`src/rtl/date_encoder.sv`:
```
// Converts month plus BCD day-of-month (Jan..Apr) to a 0-based day-of-year.
// Build option: DATE_ENCODER_LEAP_EN makes leapYear select a 29-day February.
module date_encoder (
  input  logic       clk,
  input  logic       reset_n,
  input  logic       start,
  input  logic [1:0] month,
  input  logic [1:0] dayTens,
  input  logic [3:0] dayOnes,
  input  logic       leapYear,
  output logic [6:0] date,
  output logic       busy,
  output logic       done,
  output logic       error
);

  localparam int unsigned DateW = 7;
  localparam int unsigned DayW  = 6;
  localparam int unsigned LenW  = 5;

  typedef enum logic [1:0] {IDLE, CHECK, ACCUM, DONE} state_t;

  state_t            state;
  state_t            nextState;
  logic [1:0]        monthQ;
  logic [1:0]        tensQ;
  logic [3:0]        onesQ;
  logic [DateW-1:0]  acc;
  logic [1:0]        cnt;
  logic [LenW-1:0]   febLen;
  logic [LenW-1:0]   checkLen;
  logic [LenW-1:0]   accLen;
  logic [DayW-1:0]   dayBin;
  logic              invalid;
  logic [DateW-1:0]  accSum;

`ifdef DATE_ENCODER_LEAP_EN
  logic leapQ;
  assign febLen = leapQ ? LenW'(29) : LenW'(28);
`else
  logic unusedLeap;
  assign unusedLeap = leapYear;
  assign febLen     = LenW'(28);
`endif

  function automatic logic [LenW-1:0] monthLen(input logic [1:0] idx, input logic [LenW-1:0] feb);
    case (idx)
      2'd0:    monthLen = LenW'(31);
      2'd1:    monthLen = feb;
      2'd2:    monthLen = LenW'(31);
      default: monthLen = LenW'(30);
    endcase
  endfunction

  // Six bits so that days 32..39 are rejected instead of aliasing onto 0..7.
  assign dayBin   = DayW'(tensQ) * DayW'(10) + DayW'(onesQ);
  assign checkLen = monthLen(monthQ, febLen);
  assign accLen   = monthLen(cnt, febLen);
  assign invalid  = (onesQ > 4'd9) || (dayBin == '0) || (dayBin > DayW'(checkLen));
  assign accSum   = acc + DateW'(accLen);

  always_ff @(posedge clk) begin
    if (!reset_n) state <= IDLE;
    else          state <= nextState;
  end

  always_comb begin
    nextState = state;
    case (state)
      IDLE:    if (start) nextState = CHECK;
      CHECK: begin
        if (invalid || monthQ == 2'd0) nextState = DONE;
        else                           nextState = ACCUM;
      end
      ACCUM:   if (cnt == 2'(monthQ - 2'd1)) nextState = DONE;
      default: nextState = IDLE;
    endcase
  end

  // Request capture, accumulation and registered outputs.
  always_ff @(posedge clk) begin
    if (!reset_n) begin
      monthQ <= '0;
      tensQ  <= '0;
      onesQ  <= '0;
`ifdef DATE_ENCODER_LEAP_EN
      leapQ  <= 1'b0;
`endif
      acc    <= '0;
      cnt    <= '0;
      date   <= '0;
      error  <= 1'b0;
      busy   <= 1'b0;
      done   <= 1'b0;
    end else begin
      busy <= (nextState == CHECK) || (nextState == ACCUM);
      done <= (nextState == DONE);
      case (state)
        IDLE: begin
          if (start) begin
            monthQ <= month;
            tensQ  <= dayTens;
            onesQ  <= dayOnes;
`ifdef DATE_ENCODER_LEAP_EN
            leapQ  <= leapYear;
`endif
          end
        end
        CHECK: begin
          if (invalid) begin
            date  <= '0;
            error <= 1'b1;
          end else begin
            acc <= DateW'(dayBin) - DateW'(1);
            cnt <= '0;
            if (monthQ == 2'd0) begin
              date  <= DateW'(dayBin) - DateW'(1);
              error <= 1'b0;
            end
          end
        end
        ACCUM: begin
          acc <= accSum;
          cnt <= cnt + 2'd1;
          if (nextState == DONE) begin
            date  <= accSum;
            error <= 1'b0;
          end
        end
        default: ;
      endcase
    end
  end

endmodule

```
`config.mk`:
```
export PLATFORM = sky130hd
export DESIGN_NAME = date_encoder
export DESIGN_NICKNAME = d
export VERILOG_FILES = /design/src/rtl/date_encoder.sv
export SDC_FILE = /design/constraint.sdc
export NUM_CORES = 1
export LEC_CHECK = 0
export CAP_MARGIN = 0
export CORE_MARGIN = 4
export CORE_UTILIZATION = 30
export CTS_CLUSTER_DIAMETER = 60
export DETAILED_ROUTE_END_ITERATION = 16
export MAX_ROUTING_LAYER = met4
export PLACE_DENSITY = 0.49
export SLEW_MARGIN = 25
export SYNTH_ARGS = -nofsm -noshare
export SYNTH_HDL_FRONTEND = slang
export SYNTH_SLANG_ARGS = --single-unit
```
`constraint.sdc`:
```
create_clock -name clk -period 3.6 [get_ports clk]
set_clock_uncertainty 0.15 [all_clocks]
set_input_delay 0.36 -clock clk [delete_from_list [all_inputs] [get_ports clk]]
set_output_delay 0.36 -clock clk [all_outputs]
set_load 0.1 [all_outputs]
```
==> flow_results.org, run 1 <==
** Outcome
- The flow ran to the end, and the final reports show no timing, DRC or antenna violations.

** Logic synthesis
- After synthesis, the share of flip-flops with an asynchronous set or reset is 0%.
- For this run, the leading register cell type out of synthesis is dfxtp_1.
- After synthesis the cells add up to 1747 sq um.
- The netlist uses 42 different library cells.
- Syn_nets :: 237
- The cell count after synthesis came out at 207.
- Cell types with the largest area share after synthesis :: dfxtp_1 33%, ha_1 11%, nand2_1 6.0%
- In this run the biggest area consumer among cell types represents 33.24% of the synthesized area.
- For this run, the number of Yosys warnings is 0.
- FF+latch count, synth :: 29
- Mean instance size in the synthesized netlist :: 8.438 sq um
- Post-synth EDFFs :: 0
- Fraction of the yosys area taken by sequential cells :: 33.24%
- The biggest area contributor in the post-synthesis netlist is dfxtp_1.

** Layout
- Summing all multi-input logic gate instances after layout gives 1082 sq um.
- The sequential cells in the finished layout cover a total of 580.6 sq um.
- The finished cells cover 2122 sq um.
- For this run, the share of the core covered by cells in the final layout is 38.07%.
- Final Net Count :: 260
- 0 antenna diodes ended up in the layout.
- Number of inserted filler cells in the final layout :: 583
- Layout Area Growth over Synthesis :: 21.49%
- Share of final-layout standard cells stronger than drive strength 1 :: 10.87%

** STA
- Transition time of the tightest slew-check pin :: 0.9717 ns
- The final hold violation count was 0.
- Unrepaired setup endpoints after global routing :: false
- Setup Viol. Count Final :: 0
- Fin crit share :: 90.64%
- Max Transition Viols Final :: 0
- Post-layout min period :: 3.263 ns
- Min setup slack post-route :: 0.3368 ns
- Maximum clock frequency :: 306.5 MHz
- In this run the tightest slew margin relative to its limit is 35.01%.
- Sum Neg Setup Slack :: 0 ns

** Worst hold path
- Hold Crit Endpoint :: acc[6]
- Hold path depth :: 2
- In this run the most critical hold path is launched from acc[6].
- Type of the tightest min-delay check :: flop to flop

** Critical path
- Data on the critical path is required at its endpoint by 3.59 ns.
- STA classifies the critical path startpoint as a flop.
- In this run the critical register-to-register path is launched from tensQ[0].
- Reg-to-reg setup timing slack :: 0.34 ns
- In this run the critical register-to-register path is captured at error.
- The number of cells on the worst reg-to-reg path is 14.
- Worst endpoint data arrival time :: 3.26 ns
- The critical path in this run is classified as flop to flop.
- STA classifies the critical path endpoint as a flop.
- Worst-path fanout max :: 8

** GRT
- Remaining global-route overflow :: 0
- The number of antenna violations at the first check in global routing came to 0.
- First-pass GRT wire length :: 6762 um
- Global routing used 12.25% of the available tracks across all layers.
- Via count of the first global-routing pass :: 1401
- Entering global routing, the biggest net connects 20 pins.

** Clock tree
- In this run the deepest clock path goes through 2 buffers.
- After clock tree synthesis, the clock-pin slew on the worst setup and hold paths is 0.06 ns.
- TritonCTS built the clock tree.
- Clock latency on the worst-skew pair :: 0.28 ns
- Sink Count :: 29
- Clock tree synthesis inserted a total of 5 buffers.
- Clock tree synthesis selected as its root buffer the cell clkbuf_8.
- Number of levels the H-tree was split into :: 2

** Run
- Max-cap violations in this run came to 0.

** Detailed routing
- For this run, the detailed router's first-pass iteration total came to 4.
- Detailed-route vias per instance :: 4.854
- 1st-iter DRT viols :: 64
- DRT antenna net count :: 0
- After detailed routing, no signal wire sits above met4.
- After detailed routing, the total wire length is 3984 um.
- The routed design uses 1832 um of met2 wire.
- For this block, the via count after detailed routing is 1466.
- Total met3 wirelength after detailed routing :: 167 um
- After detailed routing, the average wire length per cell comes to 13.19 um.
- For this block, wires on met1 add up to 1926 um.
- Drc violations :: 0

** Pwr
- Across the VDD grid, the largest voltage drop is 0.3094 mV.
- Per report_power, the combinational group accounts for 61.1% of the total.
- In this run the static leakage power is 0.8385 nW.
- The analysis attributes to net switching a power of 1.011 mW.
- Of the total power, the share spent switching nets is 50.11%.
- Power spread over the standard cell area amounts to 951.2 nW/um^2.
- Reg power frac :: 25.7%
- Internal power :: 1.007 mW
- Proportion of power drawn by the clock network :: 13.3%

** Die
- The initialized floorplan defines 27 standard-cell rows.
- Die extent in y :: 84.31 um
- Once the floorplan was initialized, standard cells occupied 31.34% of the core.
- The die is 84.31 um wide.
- The core region is 5574 sq um.
- 22 I/O pins were placed.
- The die covers 7107 sq um.

** Placement
- Port Buf Inserts :: 20
- Post-detailed-placement cell area :: 2014 sq um
- Worst setup slack before clock tree synthesis :: 0.3310 ns
- The wire-length estimate of the detail-placed layout is 2995 um.
- Routability congestion estimate from global placement :: 0.7880
[area by class of cell]
type	count	share of cell area, %
multi-input combinational	156	51.00
sequential	29	27.36
timing repair buffer	24	10.85
tap	72	4.245
clock buffer	7	4.068
inverter	14	2.476
[Yosys cell counts (all sizes together), types with 2 or more instances]
library cell,instances
o2111ai,2
xor2,8
o311ai,3
dfxtp,29
a21oi,12
and2,4
nor2b,4
nor3,6
fa,2
nand3,18
nand2,28
o31a,2
o211ai,2
a31o,3
nor3b,2
nor2,9
o21ai,17
xnor2,2
a211o,2
ha,16
nand4,2
inv,14
clkbuf,7
[critical path, stage by stage (launching register included)]
cell	delay, ns
dfxtp_1	0.33
ha_1	0.22
fa_1	0.43
xor2_1	0.26
o2111ai_2	0.19
nor3_2	0.28
nor3_1	0.08
o2111ai_1	0.20
nor2b_1	0.19
ha_1	0.19
nand2_1	0.07
o21ai_0	0.10
o21ai_2	0.19
a2bb2oi_1	0.20
nor2_1	0.05
[through the flow]
stage,std cells,hold WS [ns],power (mW)
6_report,302,0.3118,2.018
4_1_cts,300,0.3147,2.042
2_1_floorplan,207,0.2863,1.497
5_1_grt,302,0.3408,2.202
3_3_place_gp,293,0.3012,1.762
3_5_place_dp,293,0.3068,1.757
[cell usage in the layout (no fill, tap or decap), drive strengths merged]
cell / count
mux2: 1
nand4: 2
and3b: 1
a21boi: 1
nor2b: 4
a31o: 3
o31a: 2
nand3b: 1
xnor2: 2
o21ai: 17
o2111ai: 2
inv: 14
and2: 4
o311ai: 3
a21o: 1
dfxtp: 29
a32oi: 1
xor2: 8
a22oi: 1
a211oi: 1
a211o: 2
o211ai: 2
ha: 16
a21oi: 12
clkbuf: 7
nand2: 28
a2bb2oi: 1
nor3b: 2
clkdlybuf4s50: 20
o41ai: 1
buf: 4
o31ai: 1
nor3: 6
nor2: 9
mux2i: 1
fa: 2
nand3: 18
[state kept, by name, indices dropped and copies added (netlist names)]
register and flops:
acc 7, busy 1, cnt 2, date 7, done 1, error 1
monthQ 2, onesQ 4, state 2, tensQ 2
[cell families after synthesis]
logic type / synth area share [%]
AO/OA/AOI/OAI: 20.56
XOR/XNOR: 5.015
adder cells (fa/ha/maj): 13.75
buffers and inverters: 5.158
flip-flops: 33.24
multiplexers: 1.432
AND/OR/NAND/NOR: 20.84
[repair_timing]
item,in CTS,in global routing
setup buffers,0,2
setup endpoints to repair,0,2
resized for setup,0,1
hold buffers,0,0
[per-layer routing]
layer / GRT usage, % / up-vias
met5: - / -
met3: 3.337 / 7
met1: 15.06 / 658
met2: 19.23 / 27
li1: - / 774
met4: 4.386 / 0
[power by group through the flow]
stage,registers [mW],logic (mW),clock network (mW)
after detailed placement,0.527,1.23,0
after global routing,0.536,1.37,0.300
final,0.518,1.23,0.268
after CTS,0.520,1.24,0.282
after floorplan,0.796,0.701,0
after global placement,0.526,1.24,0
[worst max path at each step]
stage / cells after the start / slack, ns / end / startpoint
after floorplan: 14 / 0.67 / error / tensQ[0]
after global placement: 14 / 0.29 / error / tensQ[0]
after detailed placement: 14 / 0.33 / date[6] / tensQ[0]
after CTS: 14 / 0.31 / error / tensQ[0]
after global routing: 14 / 0.02 / date[6] / tensQ[0]
final: 14 / 0.34 / error / tensQ[0]
(Power assumes the default switching activity.)
==> inputs of run 2 (changes only) <==
--- a/config.mk
+++ b/config.mk
@@ -10,9 +10,11 @@
 export CORE_UTILIZATION = 30
 export CTS_CLUSTER_DIAMETER = 60
 export DETAILED_ROUTE_END_ITERATION = 16
+export GPL_TIMING_DRIVEN = 0
+export HOLD_SLACK_MARGIN = 0.05
 export MAX_ROUTING_LAYER = met4
 export PLACE_DENSITY = 0.49
-export SLEW_MARGIN = 25
+export SLEW_MARGIN = 5
 export SYNTH_ARGS = -nofsm -noshare
 export SYNTH_HDL_FRONTEND = slang
 export SYNTH_SLANG_ARGS = --single-unit
==> run 2 against run 1 <==
- clock power increased by 11%
- power increased by 2.4%
- global-route usage about the same
- sequential power about the same
- largest cell class unchanged
- cell count increased by 1.3%
- setup slack got worse by 0.046 ns
- via count increased by 0.75%
- largest power group unchanged
- sequential share of layout area decreased by 0.080 points
- critical path type unchanged
- die area unchanged
- maximum frequency decreased by 1.4%
- register-to-register slack got worse by 0.05 ns
- wire length about the same
==> flow_results.org, run 2 (synthesis results as in run 1) <==
** Die
- In this run the vertical extent of the chip is 84.31 um.
- The core region is 5574 sq um.
- Initial cell density of the core :: 31.34%
- Top-level port count :: 22
- Die area :: 7107 sq um
- The initialized floorplan defines 27 standard-cell rows.
- The die is 84.31 um wide.

** Placement
- Routability congestion estimate from global placement :: 0.8054
- Port Buf Inserts :: 19
- Including well taps, the total number of placed cells is 298.
- Estimated wirelength of the detail-placed design :: 3160 um
- OpenSTA, run right after detailed placement, puts the worst setup slack at 0.2849 ns.

** Detailed routing
- Final wirelength :: 3985 um
- The first routing iteration left 44 violations.
- Drc violations :: 0
- Routed length per placed instance :: 13.02 um
- The pre-antenna-repair detailed-routing pass consisted of 4 iterations.
- DRT antenna net count :: 0
- For this block, the via count after detailed routing is 1477.
- In the routed layout, each cell is associated on average with a via count of 4.827.

** Pwr
- Pwr dens :: 971.5 nW/um^2
- In this run the static leakage power is 0.8384 nW.
- Maximum resistive drop on vdd :: 0.3271 mV
- Overall power consumption after layout is estimated at 2.068 mW.

** STA
- Final hold analysis gives a worst-case slack of 0.3065 ns.
- Min setup slack post-route :: 0.2911 ns
- Final number of hold-violating endpoints :: 0
- Fin crit share :: 91.91%
- The smallest clock period supported by the final layout is computed as 3.309 ns.
- Transition time of the tightest slew-check pin :: 0.9649 ns
- Timing would allow up to 302.2 MHz.
- The final number of max-transition violations came to 0.
- Setup repair after global routing left no endpoint under its margin.
- Setup violations remaining at the end of the flow were counted as 0.
- In this run the tightest slew margin relative to its limit is 35.47%.
- In the final timing run, aggregate negative setup slack is 0 ns.

** GRT
- GRT Total Usage :: 12.28%
- The total overflow left after global routing is 0.
- Number of antenna violations at the first check in global routing :: 0
- First-pass GRT wire length :: 6817 um
- Via count of the first global-routing pass :: 1434
- Pin count of the biggest net entering global routing :: 11

** Clock tree
- Post-CTS resize count :: 0
- After clock tree synthesis, the clock-pin slew on the worst setup and hold paths is 0.06 ns.
- In this run the clock root is driven by a clkbuf_8.
- Clock latency on the worst-skew pair :: 0.28 ns
- Counting every sink on the clock net gives 29.
- Clock Tree Buf Depth :: 2
- Buffers added to address setup during post-CTS repair amount to 0.
- TritonCTS built the clock tree.
- In this run the number of H-tree levels came out at 2.
- In this run, CTS created clock tree buffers numbering 5.
- Hold repair after CTS inserted 0 buffers.

** Worst hold path
- Launch point of the worst hold path :: monthQ[1]
- The min-delay analysis places its worst path in the category flop to flop.

** Critical path
- Worst endpoint data arrival time :: 3.31 ns
- The most critical setup path has its startpoint at tensQ[0].
- In this run the worst path has a maximum fanout of 8.
- Launch point of the worst reg-to-reg path :: tensQ[0]
- Sort of element at the start of the critical path :: flop
- Class of the most critical setup path :: flop to flop
- Data required time at the worst endpoint :: 3.60 ns
- Endpoint type of the worst setup path :: flop

** Layout
- In the final design database the tool counted 263 nets.
- Leading cell types in the layout, fill and taps excluded :: 29 x dfxtp_1, 28 x nand2_1, 19 x clkdlybuf4s50_1
- Of the cells placed in the final design, the portion with a size suffix greater than 1 is 9.829%.
- The largest registers in the layout are acc (7), date (7), onesQ (4).
- Most common cell after layout, fill and taps aside :: dfxtp_1
- Leaving out filler cells and counting taps, the final layout contains 306.
- Number of diodes added for antenna fixing :: 0
- The layout has 594 filler cells.
- Layout Area Growth over Synthesis :: 21.85%

** Outcome
- Status :: finished clean

** Run
- Max-capacitance violation count :: 0
==> run 2: cell type report <==
type | instances | area, sq um | area share (%)
multi-input cells | 156 | 1076 | 50.56
flip-flops and latches | 29 | 580.6 | 27.28
repair buffers | 19 | 190.2 | 8.936
clock buffers | 7 | 96.34 | 4.527
well taps | 72 | 90.09 | 4.233
inverters | 14 | 52.55 | 2.469
plain buffers | 8 | 37.54 | 1.764
clock inverters | 1 | 5.005 | 0.2352
==> run 2: layer usage <==
metal	up-vias	routed length, um	GRT usage, %
met5	-	0	-
met4	0	43	3.947
met3	6	185	3.337
met2	27	1721	18.87
met1	660	2035	15.63
li1	784	-	-
==> run 2: critical path, cell delays in order, from the launching register on <==
cell       delay (ns)
dfxtp_1          0.33
ha_1             0.22
fa_1             0.44
xor2_1           0.24
o2111ai_1        0.19
nor3_2           0.29
nor3_1           0.09
o2111ai_1        0.22
nor2b_1          0.19
ha_1             0.19
nand2_1          0.07
o21ai_0          0.11
o21ai_2          0.19
a2bb2oi_1        0.21
nor2_1           0.05
==> run 2: power breakdown <==
part	switching, mW	total (mW)	leakage (nW)	internal, mW
Clock	0.125	0.297	0.0542	0.172
Combinational	0.818	1.25	0.547	0.434
Sequential	0.0872	0.519	0.237	0.431
Total	1.03	2.07	0.838	1.04
==> run 2: worst paths after layout <==
kind | end | slack [ns] | depth (start not counted)
setup / recovery | error | 0.29 | 14
hold / removal | monthQ[1] | 0.31 | 2
setup reg to reg | error | 0.29 | 14
hold reg to reg | monthQ[1] | 0.31 | 2
==> run 2: metrics by stage <==
| stage | cell area, sq um | util [%] |
|---|---|---|
| floorplan | 1747 | - |
| global placement | 2027 | 36.36 |
| detailed placement | 2027 | 36.36 |
| CTS | 2128 | 38.18 |
| global route | 2128 | 38.18 |
| finish | 2128 | 38.18 |
